## src/rtl/ssram_fifo_ctrl.sv

```systemverilog
// FIFO sequencer for a dual-port synchronous RAM with a 2-entry output skid buffer.
// Push/pop use valid/ready handshakes and each side sustains one transfer per cycle.
module ssram_fifo_ctrl #(
    parameter int WIDTH = 8,
    parameter int DEPTH = 32
) (
    input  logic                         clk,
    input  logic                         rst_n,
    input  logic                         flush,
    input  logic                         wr_valid,
    output logic                         wr_ready,
    input  logic [WIDTH-1:0]             wr_data,
    output logic                         rd_valid,
    input  logic                         rd_ready,
    output logic [WIDTH-1:0]             rd_data,
    output logic [$clog2(DEPTH+3)-1:0]   level,
    output logic                         ram_we,
    output logic [$clog2(DEPTH)-1:0]     ram_waddress,
    output logic [$clog2(DEPTH)-1:0]     ram_raddress,
    output logic [WIDTH-1:0]             ram_dataIn,
    input  logic [WIDTH-1:0]             ram_dataOut
);

    localparam int AW = $clog2(DEPTH);
    localparam int PW = AW + 1;
    localparam int LW = $clog2(DEPTH + 3);

    logic [PW-1:0]    wptr;
    logic [PW-1:0]    rptr;
    logic [PW-1:0]    ram_used;
    logic             inflight;
    logic [1:0]       skid_cnt;
    logic             skid_head;
    logic [WIDTH-1:0] skid_mem [2];
    logic [AW-1:0]    waddr_q;
    logic [AW-1:0]    raddr_q;
    logic [WIDTH-1:0] wdata_q;
    logic [2:0]       occ_after_pop;
    logic             push;
    logic             pop;
    logic             fetch;

    assign ram_used = wptr - rptr;
    assign wr_ready = rst_n & ~flush & (ram_used != PW'(DEPTH));
    assign push     = wr_valid & wr_ready;
    assign rd_valid = (skid_cnt != 2'd0);
    assign pop      = rd_valid & rd_ready;
    assign rd_data  = skid_mem[skid_head];

    // Skid slots still claimed after this cycle's pop; a fetch needs one free slot.
    assign occ_after_pop = {1'b0, skid_cnt} + {2'b00, inflight} - {2'b00, pop};
    assign fetch         = ~flush & (ram_used != '0) & (occ_after_pop < 3'd2);

    assign ram_we       = push;
    assign ram_waddress = push  ? wptr[AW-1:0] : waddr_q;
    assign ram_dataIn   = push  ? wr_data      : wdata_q;
    assign ram_raddress = fetch ? rptr[AW-1:0] : raddr_q;

    always_ff @(posedge clk or negedge rst_n) begin
        if (!rst_n) begin
            waddr_q <= '0;
            wdata_q <= '0;
            raddr_q <= '0;
        end else begin
            if (push) begin
                waddr_q <= wptr[AW-1:0];
                wdata_q <= wr_data;
            end
            if (fetch) begin
                raddr_q <= rptr[AW-1:0];
            end
        end
    end

    always_ff @(posedge clk or negedge rst_n) begin
        if (!rst_n) begin
            wptr        <= '0;
            rptr        <= '0;
            inflight    <= 1'b0;
            skid_cnt    <= 2'd0;
            skid_head   <= 1'b0;
            skid_mem[0] <= '0;
            skid_mem[1] <= '0;
            level       <= '0;
        end else if (flush) begin
            wptr      <= '0;
            rptr      <= '0;
            inflight  <= 1'b0;
            skid_cnt  <= 2'd0;
            skid_head <= 1'b0;
            level     <= '0;
        end else begin
            if (push) wptr <= wptr + 1'b1;
            if (fetch) rptr <= rptr + 1'b1;
            inflight <= fetch;
            // Fetch gating guarantees skid_cnt <= 1 whenever a capture lands.
            if (inflight) skid_mem[skid_head ^ skid_cnt[0]] <= ram_dataOut;
            if (pop) skid_head <= ~skid_head;
            skid_cnt <= skid_cnt + {1'b0, inflight} - {1'b0, pop};
            // ram_used + inflight + skid_cnt telescopes to level + push - pop.
            level <= level + LW'(push) - LW'(pop);
        end
    end

endmodule

```

## config.mk

```make
export PLATFORM = sky130hd
export DESIGN_NAME = ssram_fifo_ctrl
export DESIGN_NICKNAME = d
export VERILOG_FILES = /design/src/rtl/ssram_fifo_ctrl.sv
export SDC_FILE = /design/constraint.sdc
export NUM_CORES = 1
export LEC_CHECK = 0
export CAP_MARGIN = 20
export CORE_MARGIN = 4
export CORE_UTILIZATION = 56
export CTS_CLUSTER_DIAMETER = 60
export DETAILED_ROUTE_END_ITERATION = 7
export GPL_ROUTABILITY_DRIVEN = 1
export HOLD_SLACK_MARGIN = 0.08
export PLACE_DENSITY = 0.85
export SETUP_SLACK_MARGIN = 0.3
export SKIP_LAST_GASP = 1
export SLEW_MARGIN = 20
export SYNTH_ARGS = -nofsm -noshare
export SYNTH_HDL_FRONTEND = slang
export SYNTH_SLANG_ARGS = --single-unit
```

## constraint.sdc

```tcl
create_clock -name clk -period 8 [get_ports clk]
set_clock_uncertainty 0.2 [all_clocks]
set_input_delay 0.8 -clock clk [delete_from_list [all_inputs] [get_ports clk]]
set_output_delay 0.8 -clock clk [all_outputs]
set_load 0.02 [all_outputs]
```

== Word-level counts from Yosys, hierarchy flattened ==
Index checks and enable logic that the tools add are counted.

* Reductions and logical operators: 7
* Eq/ne operators: 1
* Magnitude comparators: 4
* Bitwise gates (word level): 11
* Mux-type cells: 18
* Add/subtract/negate cells: 9

{| class="wikitable"
|+ Operator list
! kind !! number
|-
| $mux 8 || 5
|-
| $mux 6 || 5
|-
| $bwmux 16 || 1
|-
| $add 6x1->6 const B || 2
|-
| $mux 5 || 2
|-
| $demux 8 s1 || 1
|-
| $reduce_bool 2->1 || 4
|-
| $add 6x1->6 || 1
|-
| $and 1x1->1 || 6
|-
| $ne 6x6->1 const B || 1
|-
| $reduce_bool 6->1 || 1
|-
| $sub 6x1->6 || 1
|-
| $sub 6x6->6 || 1
|-
| $ge 2x2->1 const B || 2
|-
| $not 1->2 || 2
|-
| $add 2x1->3 || 1
|-
| $lt 3x2->1 const B || 1
|-
| $mux 1 || 3
|-
| $sub 3x1->3 || 1
|-
| $add 2x1->2 || 1
|-
| $lt 2x1->1 const B || 1
|-
| $mux 2 || 1
|-
| $not 1->1 || 2
|-
| $reduce_and 2->1 || 1
|-
| 3 further kinds || 3
|}

* Input bits: 21
* Logic and storage cells: 61
* Register bits after elaboration: 56

== Longest topological paths before layout ==
Gate-level depths: netlist of run 1.

* Depth after elaboration: 7
* Gate-level depth with buffers: 18
* Depth with buffers taken out: 16

== Least setup slack after synthesis of run 1 ==
No wires, ideal clock.

* Path type: in2out
* Start point: in rd_ready
* End point: out ram_raddress[0]
* Arrival time: 3046 ps
* Slack: 3954 ps
* Buffers on the path: 0
* Stages: 8
* Data required time: 7000 ps
* Cell sequence: and2_1 ha_1 inv_1 ha_1 fa_1 or3_1 a21oi_2 mux2_2

* Word-level cells in the longest chain between the ends: 5

{| class="wikitable"
|+ RTL lines
! item !! line !! source
|-
| start: declaration || 14 || <nowiki>input logic rd_ready,</nowiki>
|-
| $and 1x1->1 || 47 || <nowiki>assign pop = rd_valid & rd_ready;</nowiki>
|-
| $sub 3x1->3 || 51 || <nowiki>assign occ_after_pop = {1'b0, skid_cnt} + {2'b00, inflight} - {2'b00, pop};</nowiki>
|-
| $lt 3x2->1 || 52 || <nowiki>assign fetch = ~flush & (ram_used != '0) & (occ_after_pop < 3'd2);</nowiki>
|-
| $and 1x1->1 || 52 ||
|-
| $mux 5 || - ||
|-
| end: declaration || 19 || <nowiki>output logic [$clog2(DEPTH)-1:0] ram_raddress,</nowiki>
|}

Every way passes these cells.

== Worst setup path in the final report of run 1 ==
* Start point: reg rptr[3]
* End point: out ram_dataIn[7]

* Word-level cells in the longest chain between the ends: 5

{| class="wikitable"
|+ RTL lines
! item !! line !! source
|-
| start: declaration || 29 || <nowiki>logic [PW-1:0] rptr;</nowiki>
|-
| start signal: assignment || 94 || <nowiki>if (fetch) rptr <= rptr + 1'b1;</nowiki>
|-
| $sub 6x6->6 || 43 || <nowiki>assign ram_used = wptr - rptr;</nowiki>
|-
| $ne 6x6->1 || 44 || <nowiki>assign wr_ready = rst_n & ~flush & (ram_used != PW'(DEPTH));</nowiki>
|-
| $and 1x1->1 || 44 ||
|-
| $and 1x1->1 || 45 || <nowiki>assign push = wr_valid & wr_ready;</nowiki>
|-
| $mux 8 || - ||
|-
| end: declaration || 20 || <nowiki>output logic [WIDTH-1:0] ram_dataIn,</nowiki>
|}

Every way passes these cells.

==> results of run 1 <==
per-layer routing:
metal  up-vias  global-route usage, %  share of wire, %
met5         -                      0                 0
met4         0                   6.25               1.0
met3         6                   3.84               3.5
met2        30                   33.5                52
met1       955                   22.9                43
li1        962                      -                 -
final timing paths:
path                                      endpoint  cells past startpoint  slack, ns
max in group asynchronous  skid_mem[0]$_DFFE_PN0P_                      2       6.69
max                                  ram_dataIn[7]                      8       2.74
max reg2reg                     level[5]$_DFF_PN0_                     15       3.20
min in group asynchronous       level[3]$_DFF_PN0_                      2       0.42
min reg2reg                   waddr_q[1]$_DFF_PN0_                      1       0.30
min                           waddr_q[1]$_DFF_PN0_                      1       0.30
per-stage QoR:
step	hold WS, ns	instances	total power [uW]	utilization (%)	instance area (sq um)
finish	0.299	370	1210	73.9	3580
global route	0.316	370	1290	73.9	3580
CTS	0.301	370	1220	73.9	3580
detailed placement	0.277	362	1060	72.0	3490
global placement	0.272	362	1030	72.0	3490
floorplan	0.263	246	836	-	2890
flip-flops by register name, indices dropped and copies added, names as in the netlist:
| register | flops |
|---|---|
| skid_cnt | 2 |
| level | 6 |
| waddr_q | 5 |
| wdata_q | 8 |
| wptr | 6 |
| skid_mem | 16 |
| skid_head | 1 |
| raddr_q | 5 |
| inflight | 1 |
| rptr | 6 |
cells by family (layout without fill, tap and decap cells):
| logic type | count (synthesis) | after routing | synth area share (%) |
|---|---|---|---|
| multiplexers | 51 | 51 | 19.7 |
| buffers and inverters | 25 | 82 | 3.68 |
| XOR/XNOR | 11 | 11 | 3.33 |
| flip-flops | 56 | 56 | 48.5 |
| AND/OR/NAND/NOR | 61 | 61 | 11.2 |
| AO/OA/AOI/OAI | 25 | 25 | 5.76 |
| adder cells (fa/ha/maj) | 17 | 17 | 7.88 |
layout make-up:
class / count / area share, %
Sequential cell: 56 / 39.1
Multi-Input combinational cell: 165 / 38.5
Timing Repair Buffer: 57 / 15.6
Tap cell: 67 / 2.34
Clock buffer: 5 / 1.92
Inverter: 17 / 1.78
Clock inverter: 3 / 0.663
power breakdown:
group	internal, uW	switching, uW
clock network	62.2	93.8
logic	318	305
registers	374	53.0
worst register-to-register path, stage by stage, from the launching register on:
cell and delay [ns]:
sky130_fd_sc_hd__dfrtp_1 0.47, sky130_fd_sc_hd__inv_1 0.08, sky130_fd_sc_hd__ha_1 0.22, sky130_fd_sc_hd__or3_1 0.35
sky130_fd_sc_hd__o32a_1 0.21, sky130_fd_sc_hd__a2111oi_2 0.91, sky130_fd_sc_hd__nand4bb_1 0.75, sky130_fd_sc_hd__ha_1 0.29
sky130_fd_sc_hd__inv_1 0.07, sky130_fd_sc_hd__ha_1 0.27, sky130_fd_sc_hd__a21o_1 0.16, sky130_fd_sc_hd__a21oi_1 0.22
sky130_fd_sc_hd__o21bai_1 0.10, sky130_fd_sc_hd__a21oi_1 0.21, sky130_fd_sc_hd__xnor2_1 0.14, sky130_fd_sc_hd__nor2_1 0.05
cells in the final DEF (no fill, tap or decap), drive strengths merged:
| master | n |
|---|---|
| a2111oi | 2 |
| a21o | 1 |
| a21oi | 9 |
| a31oi | 1 |
| and2 | 4 |
| buf | 3 |
| clkbuf | 5 |
| clkdlybuf4s50 | 54 |
| clkinv | 1 |
| clkinvlp | 2 |
| dfrtp | 56 |
| fa | 2 |
| ha | 15 |
| inv | 17 |
| mux2 | 46 |
| mux2i | 5 |
| nand2 | 4 |
| nand2b | 6 |
| nand3 | 5 |
| nand4 | 2 |
| nand4bb | 1 |
| nor2 | 19 |
| nor2b | 9 |
| nor3 | 4 |
| nor3b | 1 |
| o211ai | 2 |
| o21a | 1 |
| o21ai | 5 |
| o21bai | 1 |
| o31ai | 2 |
| o32a | 1 |
| or3 | 4 |
| or3b | 1 |
| or4 | 1 |
| xnor2 | 6 |
| xor2 | 5 |
==> out/results.ini, run 1 <==
[outcome]
status=completed

[synthesis]
synth_cell_types=38
yosysSeqAreaShare_pct=48.5
synth-async-reset-ratio_pct=100
postSynthRegisterBits=56
ys_top_cells_by_count=sky130_fd_sc_hd__dfrtp_1, sky130_fd_sc_hd__mux2_2, sky130_fd_sc_hd__nor2_1
yosys_warnings=0
synth.top_cell.area_share_pct=48.5
primary_ff_master_synth=sky130_fd_sc_hd__dfrtp_1
synth_top_area_cell=sky130_fd_sc_hd__dfrtp_1
post-synth-top-count-cell=sky130_fd_sc_hd__dfrtp_1
mappedNetlistNets=284
synth_area_per_cell_sq_um=11.7
post_synth_main_area_contributors=sky130_fd_sc_hd__dfrtp_1, sky130_fd_sc_hd__mux2_2, sky130_fd_sc_hd__ha_1, sky130_fd_sc_hd__mux2_1, sky130_fd_sc_hd__nor2_1
synth-edff-count=0
synth.cell_area_sq_um=2890
synth_cells=246

[place]
place_worst_setup_slack_ns=2.88
gp_congestion=0.754
post-dp-hpwl_microns=3980
place.port_buffers=55

[global_routing]
initial_antenna_violation_count=0
first_global_vias=2072
grt_start_max_net_pins=62
gr-total-overflow=0
grt_pass1_wl_microns=9380
grt_use_total_pct=18.9

[cells_and_area]
net_total_in_the_final_layout=340
antenna-diode-count=0
layout-drive-gt1-share_pct=17.2
syn2layout_area_growth_pct=24.0
final.fill_count=340
area_of_combinational_cells_with_multiple_inputs_sq_um=1380
register_area_sq_um=1400

[cts]
postCtsSetupBuffers=0
ctsHtreeMaxLevel=2
clk_pin_slew_ns=0.10
cts_hold_repair.buffers=0
tritoncts=built
inserted_clock_buffers=5
clock_sink_count=56
clk_root_buffer_cell=sky130_fd_sc_hd__clkbuf_8
clk_latency_ns=0.31
post_cts.resized_instances=0
cts_buffer_depth=2

[setup_path]
critPathMaxStageDelay_ns=0.91
critical_path_required_ns=7.00
worstSetupStartpointType=register
worstPathBufferInverterCount=2
worst_path_max_delay_cell=sky130_fd_sc_hd__a2111oi_2
timing.critical_path.to_type=output port
critical-path-top-delay-family=compound AO/OA/AOI/OAI gates
critical_path_class=reg2out
cp_data_arrival_time_ns=4.26
crit_path_max_fanout=15
worst_setup_path_startpoint=rptr[3]$_DFFE_PN0P_
critical_path.cell_chain=inv_1 -> ha_1 -> or3_1 -> o32a_1 -> a2111oi_2 -> nand4bb_1 -> mux2_2 -> clkdlybuf4s50_1
timing.rr.start=rptr[3]$_DFFE_PN0P_

[die]
coreArea_sq_um=4850
io_pins=56
starting_density_of_the_core_pct=59.6
design.die.area_sq_um=6370
die_w_microns=79.8
dieHeight_microns=79.8
std_cell_rows=25

[drt]
drc=0
final_routed_wire_length_divided_by_cell_count_microns=14.8
drt_pre_antenna_iters=4
drt-vias-per-instance=5.28
drc_violation_total_after_the_first_tritonroute_iteration=68
via_count=1953
routed_wirelength_microns=5480
ant_nets=0

[sta]
final-hold-violation-count=0
fin_ws_ns=2.74
rsz0062_at_grt=false
totalNegativeSetupSlack_ns=0
period_share_pct=65.8
timing.max_slew.rel_slack_pct=35.3
total_count_of_max_transition_violations_in_the_final_report=0
fmax_mhz=190
fin_crit_ns=5.26
finalSetupViolCount=0
timing_worst_slew_pin_value_ns=0.969

[power]
irDropWorstVdd_mv=0.149
power_leakage_uw=0.00160
power_density_nw_per_um2=336

[flow_run]
timing.max_cap.violations=0

[min_path]
timing.hold.worst.class=reg2reg
hp-start=waddr_q[1]$_DFF_PN0_

No activity file was read; power rests on OpenSTA's default activity.
==> run 2: changes to the inputs <==
Settings changed: CORE_UTILIZATION 56 to 47, PLACE_DENSITY 0.85 to 0.76.
Clock period 8 ns to 4.8 ns, I/O delays scaled along.
==> run 2 against run 1 <==
Final cell count grew 3.0%; non-clock buffer count grew 3; flip-flop and latch count is the same.
==> out/results.ini, run 2 (synthesis results as in run 1) <==
[cts]
inserted_clock_buffers=5  ; unchanged
tritoncts=built  ; unchanged
cts_hold_repair.buffers=0  ; unchanged
clk_root_buffer_cell=sky130_fd_sc_hd__clkbuf_8  ; unchanged
cts_buffer_depth=2  ; unchanged
clk_pin_slew_ns=0.10  ; about the same
postCtsSetupBuffers=0  ; unchanged
ctsHtreeMaxLevel=2  ; unchanged
clock_sink_count=56  ; unchanged
clk_latency_ns=0.30  ; was 0.31 ns

[power]
power_leakage_uw=0.00171  ; was 0.00160 uW
irDropWorstVdd_mv=0.291  ; was 0.149 mV
combPwrFrac_pct=51.7  ; about the same
clkPwrFrac_pct=13.0  ; was 12.9%
power.switching_uw=733  ; was 451 uW
switching_share_pct=36.4  ; was 37.4%
power_density_nw_per_um2=554  ; was 336 nW/um^2
seq_power_share_pct=35.3  ; was 35.4%
finalPower_uw=2010  ; was 1210 uW
p_int_uw=1280  ; was 754 uW

[cells_and_area]
syn2layout_area_growth_pct=25.8  ; was 24.0%
regMostFlops=skid_mem  ; unchanged
final.fill_count=525  ; was 340
mostFrequentLayoutCells=sky130_fd_sc_hd__dfrtp_1, sky130_fd_sc_hd__clkdlybuf4s50_1, sky130_fd_sc_hd__mux2_2  ; unchanged
largest_register_ffs=16  ; unchanged
layout-drive-gt1-share_pct=18.0  ; was 17.2%
most_common_library_cell_in_the_layout_ignoring_fill_and_taps=sky130_fd_sc_hd__dfrtp_1  ; unchanged
area_of_combinational_cells_with_multiple_inputs_sq_um=1390  ; was 1380 sq um
register_area_sq_um=1400  ; unchanged
antenna-diode-count=0  ; unchanged
net_total_in_the_final_layout=343  ; was 340
largest_regs=skid_mem (16), wdata_q (8)  ; unchanged

[die]
io_pins=56  ; unchanged
std_cell_rows=28  ; was 25
starting_density_of_the_core_pct=48.5  ; was 59.6%
coreArea_sq_um=5960  ; was 4850 sq um
dieHeight_microns=86.4  ; was 79.8 microns
design.die.area_sq_um=7460  ; was 6370 sq um
die_w_microns=86.4  ; was 79.8 microns

[outcome]
status=completed  ; unchanged

[setup_path]
worstPathBufferInverterCount=3  ; was 2
timing.critical_path.to_type=output port  ; unchanged
crit_path_max_fanout=10  ; was 15
cp_data_arrival_time_ns=3.59  ; was 4.26 ns
worstSetupStartpointType=register  ; unchanged
worst_path_max_delay_cell=sky130_fd_sc_hd__clkdlybuf4s50_1  ; was sky130_fd_sc_hd__a2111oi_2
critPathMaxStageDelay_ns=0.56  ; was 0.91 ns
critical_path_class=reg2out  ; unchanged
critical_path.cell_chain=inv_1 -> ha_1 -> o21ai_0 -> a21oi_1 -> o32a_1 -> a2111oi_2 -> nand4bb_2 -> buf_4 -> mux2_1 -> clkdlybuf4s50_1  ; was inv_1 -> ha_1 -> or3_1 -> o32a_1 -> a2111oi_2 -> nand4bb_1 -> mux2_2 -> clkdlybuf4s50_1
critical_path_required_ns=4.12  ; was 7.00 ns
critical-path-top-delay-family=compound AO/OA/AOI/OAI gates  ; unchanged

[global_routing]
grt_start_max_net_pins=61  ; was 62
first_global_vias=2015  ; was 2072
grt_pass1_wl_microns=9250  ; was 9380 microns
grt_use_total_pct=15.4  ; was 18.9%
gr-total-overflow=0  ; unchanged
initial_antenna_violation_count=0  ; unchanged

[place]
gp_congestion=0.805  ; was 0.754
post-dp-hpwl_microns=3970  ; was 3980 microns
place.port_buffers=55  ; unchanged

[drt]
routed_wirelength_microns=5290  ; was 5480 microns
drt_pre_antenna_iters=5  ; was 4
drc=0  ; unchanged
final_routed_wire_length_divided_by_cell_count_microns=13.9  ; was 14.8 microns
ant_nets=0  ; unchanged
drt-vias-per-instance=5.19  ; was 5.28
via_count=1976  ; was 1953
drc_violation_total_after_the_first_tritonroute_iteration=47  ; was 68

[sta]
finalSetupViolCount=0  ; unchanged
totalNegativeSetupSlack_ns=0  ; unchanged
total_count_of_max_transition_violations_in_the_final_report=0  ; unchanged
timing.max_slew.rel_slack_pct=51.5  ; was 35.3%
rsz0062_at_grt=true  ; was false
final-hold-violation-count=0  ; unchanged
period_share_pct=89.0
fin_crit_ns=4.27
fmax_mhz=234
timing_worst_slew_pin_value_ns=0.727  ; was 0.969 ns

[min_path]
timing.hold.worst.class=in2async  ; was reg2reg

[flow_run]
timing.max_cap.violations=0  ; unchanged

run 2: path summary, 6_finish.rpt:
check | to | from | slack [ns] | depth (start not counted)
setup / recovery | ram_dataIn[6] | rptr[2]$_DFFE_PN0P_ | 0.53 | 10
hold / removal | waddr_q[1]$_DFF_PN0_ | rst_n | 0.14 | 2
setup reg to reg | level[5]$_DFF_PN0_ | rptr[2]$_DFFE_PN0P_ | 0.96 | 16
hold reg to reg | raddr_q[3]$_DFF_PN0_ | raddr_q[3]$_DFF_PN0_ | 0.30 | 1
max in group asynchronous | inflight$_DFF_PN0_ | rst_n | 3.77 | 2
min in group clk | raddr_q[3]$_DFF_PN0_ | raddr_q[3]$_DFF_PN0_ | 0.30 | 1
run 2: stage by stage:
stage / instances / instance area, sq um / setup slack (ns) / utilization (%) / hold slack (ns)
after floorplan: 246 / 2890 / 1.18 / - / -0.0156
after global placement: 373 / 3520 / 0.452 / 59.2 / 0.272
after detailed placement: 373 / 3520 / 0.430 / 59.2 / 0.278
after CTS: 381 / 3620 / 0.374 / 60.7 / 0.157
after global routing: 381 / 3630 / 0.267 / 61.0 / 0.198
final: 381 / 3630 / 0.530 / 61.0 / 0.143
run 2: layout make-up:
class                      instances  share of cell area [%]
sequential                        56                    38.6
multi-input combinational        165                    38.1
timing repair buffer              60                    16.4
tap                               75                    2.58
clock buffer                       7                    2.38
inverter                          17                    1.76
clock inverter                     1                   0.207
run 2: worst reg2reg max path, cell delays in order (launching register included):
cell and delay (ns):
sky130_fd_sc_hd__dfrtp_1 0.46, sky130_fd_sc_hd__inv_1 0.08, sky130_fd_sc_hd__ha_1 0.32, sky130_fd_sc_hd__o21ai_0 0.16, sky130_fd_sc_hd__a21oi_1 0.08, sky130_fd_sc_hd__o32a_1 0.21, sky130_fd_sc_hd__a2111oi_2 0.50, sky130_fd_sc_hd__nand4bb_2 0.35
sky130_fd_sc_hd__ha_1 0.19, sky130_fd_sc_hd__inv_1 0.07, sky130_fd_sc_hd__ha_1 0.27, sky130_fd_sc_hd__a21o_1 0.16, sky130_fd_sc_hd__a21oi_1 0.24, sky130_fd_sc_hd__o21bai_1 0.09, sky130_fd_sc_hd__a21oi_1 0.18, sky130_fd_sc_hd__xnor2_1 0.14
sky130_fd_sc_hd__nor2_1 0.05
run 2: power groups by stage:
stage / sequential (uW) / combinational, uW / clock (uW)
floorplan: 713 / 680 / 0
global placement: 714 / 1030 / 0
detailed placement: 723 / 1050 / 0
CTS: 714 / 1060 / 274
global route: 734 / 1150 / 292
finish: 711 / 1040 / 263
run 2: repair_timing:
action	CTS	global route
hold endpoints to repair	0	0
resized for setup	0	6
endpoints found under the setup margin	0	14
run 2: layer usage:
layer  GRT usage (%)  vias up  share of wire (%)
li1                -      961                  -
met1            19.1      976                 42
met2            27.1       34                 53
met3            3.33        5                4.0
met4            3.97        0                1.0
met5               0        -                  0
